## src/rtl/instr_fetch_if.sv

```systemverilog
// instr_fetch_if: imem read bus (mem_req/addr/ack/rdata) and decode handshake (id_valid/ready/instr/pc/pc_plus1); master = fetch stage
interface instr_fetch_if #(
  parameter int ADDR_W = 32,
  parameter int DATA_W = 32
);
  logic              mem_req;
  logic [ADDR_W-1:0] mem_addr;
  logic              mem_ack;
  logic [DATA_W-1:0] mem_rdata;
  logic              id_valid;
  logic              id_ready;
  logic [DATA_W-1:0] id_instr;
  logic [ADDR_W-1:0] id_pc;
  logic [ADDR_W-1:0] id_pc_plus1;
  modport master (
    output mem_req, mem_addr, id_valid, id_instr, id_pc, id_pc_plus1,
    input  mem_ack, mem_rdata, id_ready
  );
  modport slave (
    input  mem_req, mem_addr, id_valid, id_instr, id_pc, id_pc_plus1,
    output mem_ack, mem_rdata, id_ready
  );
endinterface

```

## src/rtl/instr_fetch.sv

```systemverilog
// instr_fetch: reads imem at the PC, buffers {instr, pc, pc+1} in a 2-entry FIFO for decode, holds the PC via fetch_halt until a fetch is accepted
// ports: clk, rst (async, active-high); instr_address/instr_address_plus1 and flush from the PC side; fetch_halt to pc.halt;
//        bus (instr_fetch_if.master) carries the imem read bus and the decode valid/ready handshake;
//        IFETCH_PERF_EN adds perf_fetches/perf_stalls counters
module instr_fetch #(
  parameter int ADDR_W = 32,
  parameter int DATA_W = 32
) (
  input  logic              clk,
  input  logic              rst,
  input  logic [ADDR_W-1:0] instr_address,
  input  logic [ADDR_W-1:0] instr_address_plus1,
  input  logic              flush,
  output logic              fetch_halt,
`ifdef IFETCH_PERF_EN
  output logic [31:0]       perf_fetches,
  output logic [31:0]       perf_stalls,
`endif
  instr_fetch_if.master     bus
);
  typedef enum logic [1:0] {EMPTY = 2'd0, ONE = 2'd1, FULL = 2'd2} state_t;
  typedef struct packed {
    logic [DATA_W-1:0] instr;
    logic [ADDR_W-1:0] pc;
    logic [ADDR_W-1:0] pc_plus1;
  } entry_t;
  state_t state, state_n;
  entry_t slot [2];
  logic push, pop, wr;
  assign bus.mem_req = (state != FULL) & ~flush & ~rst;
  assign bus.mem_addr = instr_address;
  assign bus.id_valid = state != EMPTY;
  assign {bus.id_instr, bus.id_pc, bus.id_pc_plus1} = slot[0];
  assign push = bus.mem_req & bus.mem_ack;
  assign pop = bus.id_valid & bus.id_ready & ~flush;
  assign wr = (state == ONE) & ~pop;
  assign fetch_halt = ~push;
  always_comb begin
    state_n = flush ? EMPTY
            : (push & ~pop) ? ((state == EMPTY) ? ONE : FULL)
            : (pop & ~push) ? ((state == FULL) ? ONE : EMPTY)
            : state;
  end
  always_ff @(posedge clk or posedge rst)
    if (rst) state <= EMPTY;
    else state <= state_n;
  always_ff @(posedge clk or posedge rst)
    if (rst) begin
      slot[0] <= '0;
      slot[1] <= '0;
    end else begin
      if (pop & (state == FULL)) slot[0] <= slot[1];
      if (push) slot[wr] <= {bus.mem_rdata, instr_address, instr_address_plus1};
    end
`ifdef IFETCH_PERF_EN
  always_ff @(posedge clk or posedge rst)
    if (rst) begin
      perf_fetches <= '0;
      perf_stalls <= '0;
    end else begin
      perf_fetches <= perf_fetches + 32'(push);
      perf_stalls <= perf_stalls + 32'(bus.mem_req & ~bus.mem_ack);
    end
`endif
endmodule

```

## src/flat_wrapper.sv

```systemverilog
// flat-port wrapper written by rule: the top's interface ports become plain ports
module instr_fetch_flat 
#(
  parameter int ADDR_W = 32,
  parameter int DATA_W = 32
)
  (clk, rst, instr_address, instr_address_plus1, flush, fetch_halt, bus_mem_req, bus_mem_addr, bus_id_valid, bus_id_instr, bus_id_pc, bus_id_pc_plus1, bus_mem_ack, bus_mem_rdata, bus_id_ready);
  instr_fetch_if #(.ADDR_W(ADDR_W), .DATA_W(DATA_W)) bus_i ();
  input  logic clk;
  input  logic rst;
  input  logic [ADDR_W-1:0] instr_address;
  input  logic [ADDR_W-1:0] instr_address_plus1;
  input  logic flush;
  output logic fetch_halt;
  output wire logic [$bits(bus_i.mem_req)-1:0] bus_mem_req;
  output wire logic [$bits(bus_i.mem_addr)-1:0] bus_mem_addr;
  output wire logic [$bits(bus_i.id_valid)-1:0] bus_id_valid;
  output wire logic [$bits(bus_i.id_instr)-1:0] bus_id_instr;
  output wire logic [$bits(bus_i.id_pc)-1:0] bus_id_pc;
  output wire logic [$bits(bus_i.id_pc_plus1)-1:0] bus_id_pc_plus1;
  input wire logic [$bits(bus_i.mem_ack)-1:0] bus_mem_ack;
  input wire logic [$bits(bus_i.mem_rdata)-1:0] bus_mem_rdata;
  input wire logic [$bits(bus_i.id_ready)-1:0] bus_id_ready;
  assign bus_mem_req = bus_i.mem_req;
  assign bus_mem_addr = bus_i.mem_addr;
  assign bus_id_valid = bus_i.id_valid;
  assign bus_id_instr = bus_i.id_instr;
  assign bus_id_pc = bus_i.id_pc;
  assign bus_id_pc_plus1 = bus_i.id_pc_plus1;
  assign bus_i.mem_ack = bus_mem_ack;
  assign bus_i.mem_rdata = bus_mem_rdata;
  assign bus_i.id_ready = bus_id_ready;
  instr_fetch #(.ADDR_W(ADDR_W), .DATA_W(DATA_W)) u_core (.clk(clk), .rst(rst), .instr_address(instr_address), .instr_address_plus1(instr_address_plus1), .flush(flush), .fetch_halt(fetch_halt), .bus(bus_i));
endmodule
```

## config.mk

```make
export PLATFORM = sky130hd
export DESIGN_NAME = instr_fetch_flat
export DESIGN_NICKNAME = d
export VERILOG_FILES = /design/src/rtl/instr_fetch_if.sv /design/src/rtl/instr_fetch.sv /design/src/flat_wrapper.sv
export SDC_FILE = /design/constraint.sdc
export NUM_CORES = 1
export LEC_CHECK = 0
export ABC_CLOCK_PERIOD_IN_PS = 5350
export BUFFER_PORTS_ARGS = -buffer_cell sky130_fd_sc_hd__buf_2
export CORE_ASPECT_RATIO = 1.4
export CORE_UTILIZATION = 35
export CTS_BUF_LIST = sky130_fd_sc_hd__clkbuf_4
export CTS_CLUSTER_DIAMETER = 30
export DETAILED_ROUTE_END_ITERATION = 16
export PLACE_DENSITY = 0.65
export SLEW_MARGIN = 20
export SYNTH_ARGS = -nofsm -noshare
export SYNTH_HDL_FRONTEND = slang
export SYNTH_SLANG_ARGS = --single-unit
```

## constraint.sdc

```tcl
create_clock -name clk -period 5.35 [get_ports clk]
set_input_delay 0.535 -clock clk [delete_from_list [all_inputs] [get_ports clk]]
set_output_delay 0.535 -clock clk [all_outputs]
set_load 0.02 [all_outputs]
```

==> metrics, run 1 <==
asr flop ratio synth 100%; worst slew pin tran 1.00 ns; sequential element share of the synthesized area 50.1%; synthesis warning total 0; Min-Delay Endpoint u_core.bus.id_instr[23]$_DFF_PP0_; I/O Buffers 231; Vias/cell 4.46; Max-Cap Viols 0; Layout area overhead 9.20%; CTS sink cnt 194; latest clock arrival within the worst-skew pair 0.64 ns; hold path cells 2; Clock transition at path regs 0.17 ns; Yosys top cell area share 50.1%; Hold Startpoint bus_mem_rdata[23]; via count 5,092; Setup WS post-layout 2.63 ns; ys flop type dfrtp_1; total routed wirelength 18,000 um; die area 0.0283 mm^2; critical path launch point flush; pre-CTS setup slack 2.47 ns; setup TNS 0 ns; Cell Rows 71; relative slew slack 33.1%; Hold Slack 0.123 ns; post-route clock skew 0.0288 ns; Util after Layout 39.2%; P_leak 5.24 nW; final hold violations 0; H-tree Lvls 4; synthesized area 0.00968 mm^2; 1st-pass router iterations 4; unrepaired setup endpoints after global routing false; worst hold path class input pin to flip-flop; vias in the first global route 5,305; Startpoint Class input pin; core box area 0.0270 mm^2; crit path DAT 3.25 ns; cts bufs inserted 17; Routed WL per cell 15.8 um; Congestion Overflow GR 0; Design Power 3.73 mW; Die X 143 um; # fillers 2,623; CTS max path bufs 2; status finished clean; final worst path period need 2.72 ns; post-synth top area cell dfrtp_1; top-count cell post-synth mux2_2; Post-Syn Instances 662; RD Place Congestion 0.700; DRC 0; HPWL after DPL 11,800 um; r2r setup slk 2.67 ns; Avg Cell Area, Syn 14.6 um^2; Syn Nets 763; Nets 863; Worst setup EP type flip-flop; Post-synth EDFFs 0; fin crit share 50.9%; initial antenna violation count 2; top cells by count, synth 208 x mux2_2, 194 x dfrtp_1, 132 x buf_4, 80 x mux2_4, 16 x buf_2; Iter 0 DRT Violations 128; logic depth of the worst register-to-register path 4; PD cells 353 mW/mm^2; Max VDD drop 0.000200 V; ANT nets after route 0; FF-to-FF End u_core.bus.id_pc_plus1[23]$_DFF_PP0_; FMAX 367 MHz; worst r2r src u_core.state[0]$_DFFE_PP0P_; Critical Path RT 5.87 ns; Die Y 199 um; share of cells above drive strength 1 72.4%; Synth cell types 21; Boundary Pins 232; critical path peak fanout 49; flops & latches, synth 194; top post-synthesis cells by area dfrtp_1 50%, mux2_2 24%, mux2_4 12%, buf_4 10%, buf_2 0.83%; global-route wire length before repair 28,700 um; pin count of the biggest net entering global routing 103; gr usage total 13.5%; Initial Util 35.9%; clock root buffer clkbuf_4; Setup CP Type input pin to flip-flop; Resize count post-CTS 0; Final setup viols 0; Slew Limit Fails 0; CTS tree done; setup bufs post-CTS 0
## cells in the final DEF, fill, tap and decap left out, types with 2 or more instances in the layout
| cell | count |
|---|---|
| buf_12 | 2 |
| buf_4 | 5 |
| clkinvlp_4 | 5 |
| mux2_4 | 80 |
| dfrtp_1 | 194 |
| nor2_1 | 2 |
| bufinv_16 | 3 |
| buf_2 | 231 |
| dlygate4sd3_1 | 2 |
| nand3_1 | 2 |
| mux2_2 | 208 |
| inv_6 | 6 |
| a21oi_1 | 2 |
| nand2b_1 | 3 |
| clkbuf_4 | 19 |
## how the worst max path moves through the flow
stage                                      endpoint  depth (start not counted)
2_1_floorplan            asynchronous set/reset pin                          1
3_3_place_gp   u_core.bus.id_pc_plus1[16]$_DFF_PP0_                          5
3_5_place_dp   u_core.bus.id_pc_plus1[18]$_DFF_PP0_                          5
4_1_cts           u_core.bus.id_instr[30]$_DFF_PP0_                          4
5_1_grt                                   flip-flop                          4
6_report       u_core.bus.id_pc_plus1[23]$_DFF_PP0_                          6
## final cells by class
type / count / area, um^2 / share of cell area (%)
clock buffers: 19 / 143 / 1.35
clock inverters: 13 / 173 / 1.63
flip-flops and latches: 194 / 4850 / 45.9
inverters: 2 / 11.3 / 0.106
well taps: 365 / 457 / 4.32
repair buffers: 240 / 1250 / 11.9
diodes: 1 / 2.50 / 0.0237
multi-input cells: 307 / 3680 / 34.8
## where the power goes
part           switching (mW)  leakage [nW]  internal [mW]  total, mW
sequential              0.129          2.44           1.73       1.86
clock                   0.531         0.158          0.343      0.874
combinational           0.466          2.64          0.530      0.996
## worst max-delay path, stage by stage
cell	delay (ns)
dlygate4sd3_1	0.53
buf_2	0.15
and4bb_4	0.96
buf_12	0.41
mux2_2	0.38
mux2_2	0.26
## per-stage QoR
| step | cell area (um^2) | cells |
|---|---|---|
| 2_1_floorplan | 9690 | 662 |
| 4_1_cts | 10600 | 1140 |
| 3_3_place_gp | 10200 | 1106 |
| 3_5_place_dp | 10200 | 1106 |
| 5_1_grt | 10600 | 1141 |
| 6_report | 10600 | 1141 |
## per-layer routing
| layer | track usage (%) | vias up | share of wire, % |
|---|---|---|---|
| li1 | - | 2381 | - |
| met2 | 22.7 | 139 | 51 |
| met4 | 6.81 | 2 | 2.3 |
| met1 | 15.7 | 2550 | 42 |
| met5 | 0 | - | 0.072 |
| met3 | 3.85 | 20 | 5.1 |
## cell families (layout without fill, tap and decap cells)
group	after synthesis	in the layout	synth area share, %
multiplexers	288	288	36.6
flip-flops	194	194	50.1
AO/OA/AOI/OAI	4	4	0.245
AND/OR/NAND/NOR	15	15	0.995
buffers and inverters	161	274	12.0
other	0	1	0
## timing repair
| item | CTS | global route |
|---|---|---|
| endpoints found under the setup margin | 0 | 0 |
| hold buffers | 2 | 0 |
| hold endpoints to repair | 18 | 0 |
Note: power is estimated with default switching activity, not from simulation.
==> run 2, diff against run 1 <==
--- a/config.mk
+++ b/config.mk
@@ -5,14 +5,14 @@
 export SDC_FILE = /design/constraint.sdc
 export NUM_CORES = 1
 export LEC_CHECK = 0
-export ABC_CLOCK_PERIOD_IN_PS = 5350
+export ABC_CLOCK_PERIOD_IN_PS = 2720
 export BUFFER_PORTS_ARGS = -buffer_cell sky130_fd_sc_hd__buf_2
 export CORE_ASPECT_RATIO = 1.4
 export CORE_UTILIZATION = 35
 export CTS_BUF_LIST = sky130_fd_sc_hd__clkbuf_4
 export CTS_CLUSTER_DIAMETER = 30
 export DETAILED_ROUTE_END_ITERATION = 16
-export PLACE_DENSITY = 0.65
+export PLACE_DENSITY = 0.63
 export SLEW_MARGIN = 20
 export SYNTH_ARGS = -nofsm -noshare
 export SYNTH_HDL_FRONTEND = slang
==> constraint.sdc (replaced) <==
create_clock -name clk -period 2.72 [get_ports clk]
set_input_delay 0.272 -clock clk [delete_from_list [all_inputs] [get_ports clk]]
set_output_delay 0.272 -clock clk [all_outputs]
set_load 0.02 [all_outputs]
==> metrics, run 2 (synthesis gave the netlist of run 1 again) <==
Resize count post-CTS 0 (unchanged); Vias/cell 4.45 (-0.34%); pre-CTS setup slack 0.671 ns (-1.80 ns); met2 WL post-DR 10,200 um (+12%); Cell Rows 71 (unchanged); internal power 5.22 mW (+100%); leading cell type in the layout, fill and taps excluded buf_2; I/O Buffers 231 (unchanged); Setup WS post-layout 0.610 ns (-2.02 ns); post-route clock skew 0.0286 ns (-0.000194 ns); Combinational Power Share 28.1% (+1.4 points); initial antenna violation count 1 (-1); top sig layer met4; Util after Layout 43.2% (+4.1 points); final hold violations 0 (unchanged); RD Place Congestion 0.696 (-0.63%); total routed wirelength 19,100 um (+6.0%); Die Y 199 um (unchanged); Slew Limit Fails 0 (unchanged); post-route cell area 0.0117 mm^2 (+10%); Sw Pwr 2.23 mW (+98%); placed instance count 1,109 (+0.27%); ANT nets after route 0 (unchanged); worst slew pin tran 0.836 ns (-0.167 ns); Max-Cap Viols 0 (unchanged); Routed WL per cell 15.4 um (-2.8%); setup TNS 0 ns (unchanged); Clock transition at path regs 0.17 ns (about the same); commonest non-fill, non-tap cells in the layout 231 x buf_2, 208 x mux2_2, 194 x dfrtp_1; r2r setup slk 0.61 ns (-2.06 ns); gr usage total 14.2% (+0.69 points); Layout area overhead 20.6%; Max VDD drop 0.000390 V (+95%); Sequential Power Share 49.2% (-0.7 points); logic depth of the worst register-to-register path 4 (unchanged); core box area 0.0270 mm^2 (unchanged); cts bufs inserted 17 (unchanged); final worst path period need 2.11 ns; relative slew slack 44.1% (+11 points); FMAX 474 MHz; Design Power 7.45 mW (+100%); CTS sink cnt 194 (unchanged); Setup CP Type flip-flop to flip-flop; CTS max path bufs 2 (unchanged); Critical Path RT 3.24 ns (-2.63 ns); worst r2r src u_core.state[1]$_DFFE_PP0P_; DRC 0 (unchanged); Sw Ratio 29.9% (-0.30 points); PD cells 638 mW/mm^2 (+81%); Congestion Overflow GR 0 (unchanged); met3 WL 814 um (-11%); worst hold path class input pin to asynchronous set/reset pin; Nets 966 (+12%); Boundary Pins 232 (unchanged); fin crit share 77.6%; critical path peak fanout 54 (+10%); Clock power frac 22.7% (-0.7 points); clock root buffer clkbuf_4; Startpoint Class flip-flop; M1 wire length 7750 um (+3.0%); Worst setup EP type flip-flop; P_leak 5.72 nW (+9.1%); 1st-pass router iterations 4 (unchanged); Finished Layout Cells 1,244 (+9.0%); vias in the first global route 5,888 (+11%); Final setup viols 0 (unchanged); Hold Slack 0.363 ns (+0.240 ns); unrepaired setup endpoints after global routing false; FF-to-FF End u_core.bus.id_instr[6]$_DFF_PP0_; HPWL after DPL 12,300 um (+3.8%); H-tree Lvls 4 (unchanged); Iter 0 DRT Violations 113 (-12%); pin count of the biggest net entering global routing 94 (-8.7%); share of cells above drive strength 1 64.2% (-8.2 points); global-route wire length before repair 30,600 um (+6.7%); status finished clean; via count 5,533 (+8.7%); CTS tree done; crit path DAT 2.63 ns (-0.62 ns); latest clock arrival within the worst-skew pair 0.64 ns (about the same); Initial Util 35.9% (unchanged); DP Area 0.0103 mm^2 (+1.1%); die area 0.0283 mm^2 (unchanged); Die X 143 um (unchanged)
==> run 2: cell count changes in the layout (fill, tap and decap cells not counted), sizes merged <==
cell / change
inv: -5
clkbuf: +1
dlygate4sd3: +100
clkinvlp: -2
buf: +3
clkinv: +6
==> run 2: how the worst max path moves through the flow <==
stage | from | end | slack, ns | cells past startpoint
floorplan | rst | asynchronous set/reset pin | -0.06 | 1
finish | u_core.state[1]$_DFFE_PP0P_ | u_core.bus.id_instr[6]$_DFF_PP0_ | 0.61 | 4
CTS | u_core.state[1]$_DFFE_PP0P_ | u_core.bus.id_instr[6]$_DFF_PP0_ | 0.60 | 4
global route | u_core.state[0]$_DFFE_PP0P_ | u_core.bus.id_instr[12]$_DFF_PP0_ | 0.48 | 4
global placement | u_core.state[1]$_DFFE_PP0P_ | u_core.bus.id_instr[31]$_DFF_PP0_ | 0.66 | 4
detailed placement | u_core.state[1]$_DFFE_PP0P_ | u_core.bus.id_instr[6]$_DFF_PP0_ | 0.67 | 4
==> run 2: timing repair <==
action	in CTS	in global routing
endpoints found under the hold margin	225	0
setup endpoints to repair	0	0
setup buffers	0	0
hold buffers	102	0
==> run 2: worst max-delay path: stages (launching register included) <==
cell and delay, ns:
dfrtp_1 0.48, nor3b_1 0.44, nand4b_1 0.29, buf_12 0.33, mux2_2 0.39
==> run 2: power groups by stage <==
| stage | Combinational, mW | Sequential, mW | Clock, mW |
|---|---|---|---|
| 3_3_place_gp | 1.97 | 3.70 | 0 |
| 5_1_grt | 2.25 | 3.73 | 1.89 |
| 3_5_place_dp | 2.01 | 3.73 | 0 |
| 2_1_floorplan | 1.90 | 3.65 | 0 |
| 4_1_cts | 2.12 | 3.67 | 1.81 |
| 6_report | 2.09 | 3.66 | 1.69 |
==> run 2: layer usage <==
metal | global-route usage, % | up-vias
li1 | - | 2586
met1 | 15.7 | 2792
met2 | 25.6 | 139
met3 | 3.64 | 16
met5 | 0 | -
met4 | 5.85 | 0
==> run 2: area by class of cell <==
| class | instances | area [um^2] |
|---|---|---|
| multi-input combinational | 307 | 3680 |
| inverter | 2 | 11.3 |
| sequential | 194 | 4850 |
| antenna | 1 | 2.50 |
| clock buffer | 20 | 150 |
| tap | 365 | 457 |
| timing repair buffer | 343 | 2360 |
| clock inverter | 12 | 159 |
| fill | 2511 | 15300 |
==> run 3, diff against run 2 <==
--- a/config.mk
+++ b/config.mk
@@ -5,7 +5,7 @@
 export SDC_FILE = /design/constraint.sdc
 export NUM_CORES = 1
 export LEC_CHECK = 0
-export ABC_CLOCK_PERIOD_IN_PS = 2720
+export ABC_CLOCK_PERIOD_IN_PS = 2020
 export BUFFER_PORTS_ARGS = -buffer_cell sky130_fd_sc_hd__buf_2
 export CORE_ASPECT_RATIO = 1.4
 export CORE_UTILIZATION = 35
==> constraint.sdc (replaced) <==
create_clock -name clk -period 2.02 [get_ports clk]
set_input_delay 0.202 -clock clk [delete_from_list [all_inputs] [get_ports clk]]
set_output_delay 0.202 -clock clk [all_outputs]
set_load 0.02 [all_outputs]
==> metrics, run 3 (synthesis gave the netlist of run 1 again) <==
CP peak stage delay 0.47 ns (about the same); setup bufs post-CTS 0 (unchanged); cell mode on critical path buf_12; Die Y 199 um (unchanged); via count 5,674 (+2.5%); Iter 0 DRT Violations 85 (-25%); FMAX 530 MHz (+12%); I/O Buffers 231 (unchanged); die area 0.0283 mm^2 (unchanged); fin crit share 93.4% (+16 points); pin count of the biggest net entering global routing 45 (-52%); ANT nets after route 0 (unchanged); delay-heaviest family, CP buffers and inverters; Clock transition at path regs 0.17 ns (about the same); Setup WS post-layout 0.133 ns (-0.476 ns); Nets 985 (+2.0%); Startpoint Class flip-flop; CTS max path bufs 2 (unchanged); Initial Util 35.9% (unchanged); Worst setup EP type flip-flop; Max-Cap Viols 0 (unchanged); critical path launch point u_core.state[1]$_DFFE_PP0P_; Slowest-stage cell, CP dfrtp_1; Cell Rows 71 (unchanged); share of cells above drive strength 1 64.9% (+0.65 points); critical path peak fanout 21 (-61%); status finished clean; Buf/Inv on CP 3 (+2); cts bufs inserted 17 (unchanged); cts-stage hold buffer count 101 (-0.98%); Design Power 9.84 mW (+32%); Setup CP Type flip-flop to flip-flop; worst hold path class input pin to flip-flop; Layout area overhead 22.6%; initial antenna violation count 1 (unchanged); DRC 0 (unchanged); ordered list of cells on the worst path nor3b_1, buf_4, nand4b_1, buf_12, buf_12, mux2_2; crit path DAT 2.41 ns (-0.22 ns); gr usage total 14.9% (+0.73 points); Congestion Overflow GR 0 (unchanged); Reg area 0.00485 mm^2 (unchanged); worst r2r src u_core.state[1]$_DFFE_PP0P_; CTS sink cnt 194 (unchanged); worst slew pin tran 0.711 ns (-0.126 ns); logic depth of the worst register-to-register path 6 (+2); final hold violations 0 (unchanged); r2r setup slk 0.13 ns (-0.48 ns); H-tree Lvls 4 (unchanged); PD cells 828 mW/mm^2 (+30%); leading cell type in the layout, fill and taps excluded buf_2; unrepaired setup endpoints after global routing false; Routed WL per cell 15.8 um (+2.7%); Util after Layout 44.0% (+0.72 points); clock root buffer clkbuf_4; Resize count post-CTS 0 (unchanged); final worst path period need 1.89 ns (-0.224 ns); post-route clock skew 0.0186 ns (-0.0100 ns); Final setup viols 0 (unchanged); total routed wirelength 19,900 um (+4.3%); core box area 0.0270 mm^2 (unchanged); placed instance count 1,129 (+1.8%); Vias/cell 4.49 (+1.0%); vias in the first global route 6,206 (+5.4%); latest clock arrival within the worst-skew pair 0.63 ns (about the same); Slew Limit Fails 0 (unchanged); relative slew slack 52.5% (+8.4 points); Die X 143 um (unchanged); Levels on crit path 6 (+2); Boundary Pins 232 (unchanged); CTS tree done; commonest non-fill, non-tap cells in the layout 231 x buf_2, 208 x mux2_2, 194 x dfrtp_1; Hold Slack 0.173 ns (-0.190 ns); P_leak 5.82 nW (+1.8%); Worst Setup EP u_core.bus.id_instr[7]$_DFF_PP0_; pre-CTS setup slack 0.168 ns (-0.503 ns); FF-to-FF End u_core.bus.id_instr[7]$_DFF_PP0_; Finished Layout Cells 1,263 (+1.5%); Max VDD drop 0.000447 V (+15%); RD Place Congestion 0.715 (+2.8%); HPWL after DPL 13,500 um (+10%); global-route wire length before repair 32,100 um (+4.9%); Multi-input gate area 0.00368 mm^2 (unchanged); # fillers 2,492 (-0.76%); Critical Path RT 2.54 ns (-0.70 ns); 1st-pass router iterations 4 (unchanged)
run 3: cell types whose count changed in the layout (fill, tap and decap cells not counted), sizes merged:
cell | previous run | this run
bufinv | 3 | 1
inv | 2 | 5
buf | 241 | 261
clkinv | 6 | 8
clkbuf | 20 | 17
dlygate4sd3 | 102 | 101
run 3: worst min-delay path by stage:
stage                           start                          end  slack [ns]  cells after the start
final                     bus_mem_ack                    flip-flop        0.17                      3
after global routing      bus_mem_ack                    flip-flop        0.14                      3
after CTS                 bus_mem_ack                    flip-flop        0.10                      3
after detailed placement          rst  u_core.state[0]$_DFFE_PP0P_        0.40                      2
after global placement            rst  u_core.state[0]$_DFFE_PP0P_        0.38                      2
after floorplan                 flush  u_core.state[0]$_DFFE_PP0P_        0.27                      1
run 3: tightest hold or removal path: cells and delay by family:
family	cells	cell delay, ns
buffers and inverters	1	0.13
and+or+nand+nor	1	0.25
muxes	1	0.21
run 3: metrics by stage:
step | TNS (ns) | instance area [um^2]
4_1_cts | 0 | 11900
3_3_place_gp | 0 | 10600
3_5_place_dp | 0 | 10600
6_report | 0 | 11900
5_1_grt | 0 | 11900
2_1_floorplan | -133.16 | 9690
run 3: routing by layer:
| metal | global-route usage (%) | part of all wire (%) | up-vias |
|---|---|---|---|
| met1 | 16.4 | 41 | 2874 |
| met5 | 0 | 0 | - |
| met4 | 5.97 | 2.0 | 0 |
| met3 | 4.07 | 4.5 | 22 |
| li1 | - | - | 2626 |
| met2 | 27.1 | 53 | 152 |
run 3: cell type report:
type | instances | area share (%)
Tap cell | 365 | 3.85
Inverter | 2 | 0.0948
Sequential cell | 194 | 40.9
Clock inverter | 15 | 1.14
Clock buffer | 17 | 1.07
Timing Repair Buffer | 362 | 21.9
Multi-Input combinational cell | 307 | 31.0
Antenna cell | 1 | 0.0211
run 3: report_power, final:
| group | total [mW] | internal (mW) | switching (mW) |
|---|---|---|---|
| clock network | 2.04 | 0.624 | 1.42 |
| registers | 4.93 | 4.58 | 0.349 |
| logic | 2.86 | 1.56 | 1.30 |
